$ cat config.mk
export PLATFORM = sky130hd
export DESIGN_NAME = mult_job_arbiter
export DESIGN_NICKNAME = d
export VERILOG_FILES = /design/src/rtl/mult_job_arbiter.sv
export SDC_FILE = /design/constraint.sdc
export NUM_CORES = 1
export LEC_CHECK = 0
export BUFFER_PORTS_ARGS = -buffer_cell sky130_fd_sc_hd__buf_2
export CELL_PAD_IN_SITES_DETAIL_PLACEMENT = 0
export CELL_PAD_IN_SITES_GLOBAL_PLACEMENT = 1
export CORE_ASPECT_RATIO = 1.1
export CORE_MARGIN = 5
export CORE_UTILIZATION = 38
export CTS_CLUSTER_DIAMETER = 60
export DETAILED_ROUTE_END_ITERATION = 12
export PLACE_DENSITY_LB_ADDON = 0.1
export SETUP_SLACK_MARGIN = 0.4
export SYNTH_ARGS = -nofsm -noshare
export SYNTH_HDL_FRONTEND = slang
export SYNTH_SLANG_ARGS = --single-unit
$ cat constraint.sdc
create_clock -name clk -period 5.3 [get_ports clk]
set_clock_uncertainty 0.05 [all_clocks]
set_input_delay 0.265 -clock clk [delete_from_list [all_inputs] [get_ports clk]]
set_output_delay 0.265 -clock clk [all_outputs]
set_load 0.03 [all_outputs]
$ cat src/rtl/mult_job_arbiter.sv
// Round-robin arbiter/sequencer that shares one multiply/popcount engine between two
// requesters, guards each job with a watchdog and posts results into per-requester slots.
module mult_job_arbiter #(
  parameter int unsigned TIMEOUT = 255
) (
  input  logic        clk,
  input  logic        n_reset,
  input  logic [1:0]  req_valid,
  input  logic [47:0] req_a,
  input  logic [47:0] req_b,
  output logic [1:0]  req_ready,
  output logic [1:0]  rsp_valid,
  input  logic [1:0]  rsp_ack,
  output logic [63:0] rsp_w,
  output logic [11:0] rsp_ones,
  output logic [3:0]  rsp_status,
  output logic        eng_start,
  output logic [23:0] eng_a,
  output logic [23:0] eng_b,
  input  logic        eng_done,
  input  logic [31:0] eng_w,
  input  logic        eng_valid,
  input  logic [5:0]  eng_ones,
  output logic        busy,
  output logic [15:0] job_count
);

  typedef enum logic [1:0] {IDLE, ISSUE, WAIT, DELIVER} state_t;

  localparam logic [15:0] TIMEOUT_W = 16'(TIMEOUT);

  state_t      state, state_nxt;
  logic        last_grant;
  logic        id;
  logic        grant;
  logic        take;
  logic [1:0]  eligible;
  logic [15:0] wait_cnt;
  logic [15:0] cnt_inc;
  logic [31:0] cap_w;
  logic [5:0]  cap_ones;
  logic [1:0]  cap_status;

  // A requester whose slot is still full cannot be granted, so a slot is never overwritten.
  assign eligible = req_valid & ~rsp_valid;
  assign take     = (state == IDLE) && (eligible != 2'b00);
  assign cnt_inc  = wait_cnt + 16'd1;
  assign busy     = (state != IDLE);

  always_comb begin
    // NOTE: every combinational output gets a default first, so no path can infer a latch.
    grant = 1'b0;
    case (eligible)
      2'b10:   grant = 1'b1;
      2'b11:   grant = ~last_grant;
      default: grant = 1'b0;
    endcase
  end

  assign req_ready = take ? (grant ? 2'b10 : 2'b01) : 2'b00;

  always_comb begin
    state_nxt = state;
    eng_start = 1'b0;
    unique case (state)
      IDLE:    if (take) state_nxt = ISSUE;
      ISSUE: begin
        eng_start = 1'b1;
        state_nxt = WAIT;
      end
      WAIT:    if (eng_done || (cnt_inc == TIMEOUT_W)) state_nxt = DELIVER;
      DELIVER: state_nxt = IDLE;
    endcase
  end

  // NOTE: sequential state uses non-blocking assignments only, so every register samples
  // the pre-edge values regardless of statement order.
  always_ff @(posedge clk) begin
    if (!n_reset) begin
      state      <= IDLE;
      last_grant <= 1'b1;
      id         <= 1'b0;
      eng_a      <= '0;
      eng_b      <= '0;
      wait_cnt   <= '0;
      cap_w      <= '0;
      cap_ones   <= '0;
      cap_status <= '0;
      rsp_valid  <= '0;
      rsp_w      <= '0;
      rsp_ones   <= '0;
      rsp_status <= '0;
      job_count  <= '0;
    end else begin
      state     <= state_nxt;
      rsp_valid <= rsp_valid & ~rsp_ack;
      unique case (state)
        IDLE: begin
          if (take) begin
            id    <= grant;
            eng_a <= grant ? req_a[47:24] : req_a[23:0];
            eng_b <= grant ? req_b[47:24] : req_b[23:0];
          end
        end
        ISSUE: wait_cnt <= '0;
        WAIT: begin
          if (eng_done) begin
            cap_w      <= eng_w;
            cap_ones   <= eng_ones;
            cap_status <= {1'b0, eng_valid};
          end else begin
            wait_cnt <= cnt_inc;
            if (cnt_inc == TIMEOUT_W) begin
              cap_w      <= '0;
              cap_ones   <= '0;
              cap_status <= 2'b10;
            end
          end
        end
        DELIVER: begin
          // The slot being written was empty at grant time, so no ack can target it now.
          rsp_valid[id] <= 1'b1;
          if (id) begin
            rsp_w[63:32]    <= cap_w;
            rsp_ones[11:6]  <= cap_ones;
            rsp_status[3:2] <= cap_status;
          end else begin
            rsp_w[31:0]     <= cap_w;
            rsp_ones[5:0]   <= cap_ones;
            rsp_status[1:0] <= cap_status;
          end
          job_count  <= job_count + 16'd1;
          last_grant <= id;
        end
      endcase
    end
  end

endmodule

==> impl_results.md <==
- Fin. Hold Viols: 0
- Critical-path top delay cell: o311a_1
- Root Driver: clkbuf_16
- Die area: 23230 sq um
- Die Wd: 145.8 um
- Final clock period utilization by the worst path: 62.13%
- CTS tree: done
- CTS clk-pin slew, worst paths: 0.06 ns
- Wire per inst: 17.44 um
- Comb power frac: 27.7%
- Postcts setup bufs: 0
- Internal power: 3.341 mW
- Placeable core area: 19930 sq um
- Routed WL: 26490 um
- Async set-reset flop share out of synthesis: 0%
- Final setup viols: 0
- CTS Buffer Depth: 3
- Syn Nets: 1008
- Via count: 7863
- Hpwl dp: 16650 um
- Iteration-0 DRC Markers: 585
- WS Path Type: reg -> reg
- Final net count: 1399
- Post-synth top area share: 53.52%
- Hold Path Class: in -> reg
- Routed vias/inst: 5.176
- Clk_lat worst skew: 0.49 ns
- Initial antenna violation count: 1
- CP arrival: 3.65 ns
- Top post-synthesis cells by area: dfxtp_1 (54%), nand2_1 (8.7%), a21oi_1 (6.4%)
- Grt ovf: 0
- Largest stage delay on the critical path: 1.04 ns
- CP required: 5.65 ns
- CP Capture Type: flop
- Pwr dens: 419.9 nW/um^2
- First-pass GRT wire length: 42020 um
- EDFF count, synth: 0
- Net Sw Frac: 30.76%
- First-pass detailed-route iteration total: 6
- Maxcap violations: 0
- CP cell instances: nor2b_1 > o311a_1 > buf_4 > a222oi_1 > dlygate4sd3_1 > nor2_1
- Leakage: 4.889 nW
- Routability cong.: 0.8078
- Cells after DPL: 1340
- Final Critical Period: 3.293 ns
- Die Span Y: 159.4 um
- Sequential share of power: 37.1%
- Resized cells post-CTS: 0
- Achievable Freq: 0.3037 GHz
- Io pins: 292
- Yosys reg bits: 206
- Number of fill cells: 1837
- CTS Sinks: 206
- Number of I/O port buffers: 291
- Main synth FF type: dfxtp_1
- RSZ-0062 raised after global routing: no
- Status: finished, final reports clean
- Finished Layout Cells: 1519
- Vias in the first global route: 7698
- Crit Path Max Fanout: 29
- Cell variety after synth: 45
- Number of buffers created by CTS: 23
- DRC viols: 0
- VDD IR-drop max: 312.4 uV
- Slew headroom: 22.65%
- Seq/Total Area, Yosys: 53.52%
- Yosys top cell by area: dfxtp_1
- Share of cells above drive strength 1: 27.41%
- Row Count: 54
- Syn_area_per_cell: 8.971 sq um
- Largest net degree at the start of global routing: 84
- Cell Area, Synth: 7706 sq um
- Clk pwr share: 35.2%
- Worst slew pin tran: 1.160 ns
- Yosys warning count: 0
- Hold_buf cts: 137
- Cell count after synthesis: 859
- Post-Route Setup TNS: 0 ns
- Routed Antenna Nets: 0
- Layout area overhead: 49.10%
- Initial Utilization: 38.66%
- Global-route usage over all layers: 21.44%
- Commonest non-fill, non-tap cell in the layout: buf_2
- Commonest cells after routing, fill and taps aside: buf_2 (291), dfxtp_1 (206), nand2_1 (178)
- H-tree depth: 1
- Net Sw Power: 1.484 mW
- Fin. max-slew vios: 0
- CP startpoint kind: flop
## power groups by stage
stage          registers (mW)  logic (mW)  clock network, mW
6_report                 1.79        1.33               1.70
5_1_grt                  1.81        1.43               1.81
4_1_cts                  1.79        1.32               1.74
3_5_place_dp             1.81        1.05                  0
3_3_place_gp             1.82        1.05                  0
2_1_floorplan            1.99       0.529                  0
## synth_stat cells (2+ instances only)
master and number:
dfxtp_1 206, nand2_1 178, a21oi_1 99, nor2_1 89
clkbuf_1 61, a222oi_1 48, a22o_1 39, nand4_1 12
o21ai_0 11, xor2_1 11, xnor2_1 10, nand3_1 9
and4_1 8, inv_1 8, ha_1 7, nand2b_1 7
a311oi_1 5, and3_1 4, buf_1 4, buf_2 4
nor3_1 4, and2_1 3, mux2i_1 3, nor2b_1 3
a211oi_1 2, a22oi_1 2, buf_6 2, nor4_1 2
or3_1 2
## layout make-up
class	instances	area (sq um)	share of cell area, %
Clock buffer	34	676.9	5.891
Multi-Input combinational cell	574	3306	28.77
Sequential cell	206	4124	35.89
Antenna cell	1	2.502	0.02178
Timing Repair Buffer	437	2895	25.20
Inverter	8	32.53	0.2831
Clock inverter	7	137.6	1.198
Tap cell	252	315.3	2.744
## metal layers
metal  up-vias  GRT usage [%]  routed length (um)
met5         -              0                   0
met4         0          6.045                 677
met3        45          4.868                1869
met2       296          35.86               12610
met1      3687          27.84               11330
li1       3835              -                   -
## sequential cells by signal, indices dropped and copies added (netlist names), 6 cells and up
register and count:
rsp_ones 12, rsp_w 64, job_count 16, cap_ones 6, cap_w 32, eng_a 24
wait_cnt 16, eng_b 24
## metrics by stage
step	setup WS (ns)	util [%]	hold WS [ns]	power, mW	cell area [sq um]
global route	1.856	57.65	0.01849	5.040	11490
floorplan	2.878	-	0.2868	2.518	7706
detailed placement	2.601	46.67	0.3935	2.864	9301
global placement	2.653	46.67	0.3891	2.866	9301
CTS	2.101	57.63	0.001442	4.841	11490
finish	2.007	57.65	0.01489	4.825	11490
## worst max-delay path: cells and delay by family, from the launching register on
kind | cells | cell delay, ns
and+or+nand+nor | 2 | 0.58
AOI/OAI and AO/OA | 2 | 1.19
buffers and inverters | 2 | 1.06
DFF | 1 | 0.33
## logic make-up (layout without fill, tap and decap cells)
family          after synthesis  count (layout)  share of synthesized area [%]
simple gates                325             325                          18.07
compound gates              218             218                          20.39
flops                       206             206                          53.52
buf+inv                      79             486                          4.108
xor+xnor                     21              21                          2.387
fa+ha+maj                     7               7                          1.136
mux                           3               3                         0.3897
other cells                   0               1                              0
## worst paths after layout
| path | startpoint | endpoint | slack, ns | depth (start not counted) |
|---|---|---|---|---|
| max reg2reg | rsp_valid[0] | eng_a[6] | 2.01 | 6 |
| min reg2reg | rsp_w[35] | rsp_w[35] | 0.40 | 2 |
| max | rsp_valid[0] | eng_a[6] | 2.01 | 6 |
| min | req_b[17] | eng_b[17] | 0.01 | 3 |
(Power assumes the default switching activity.)
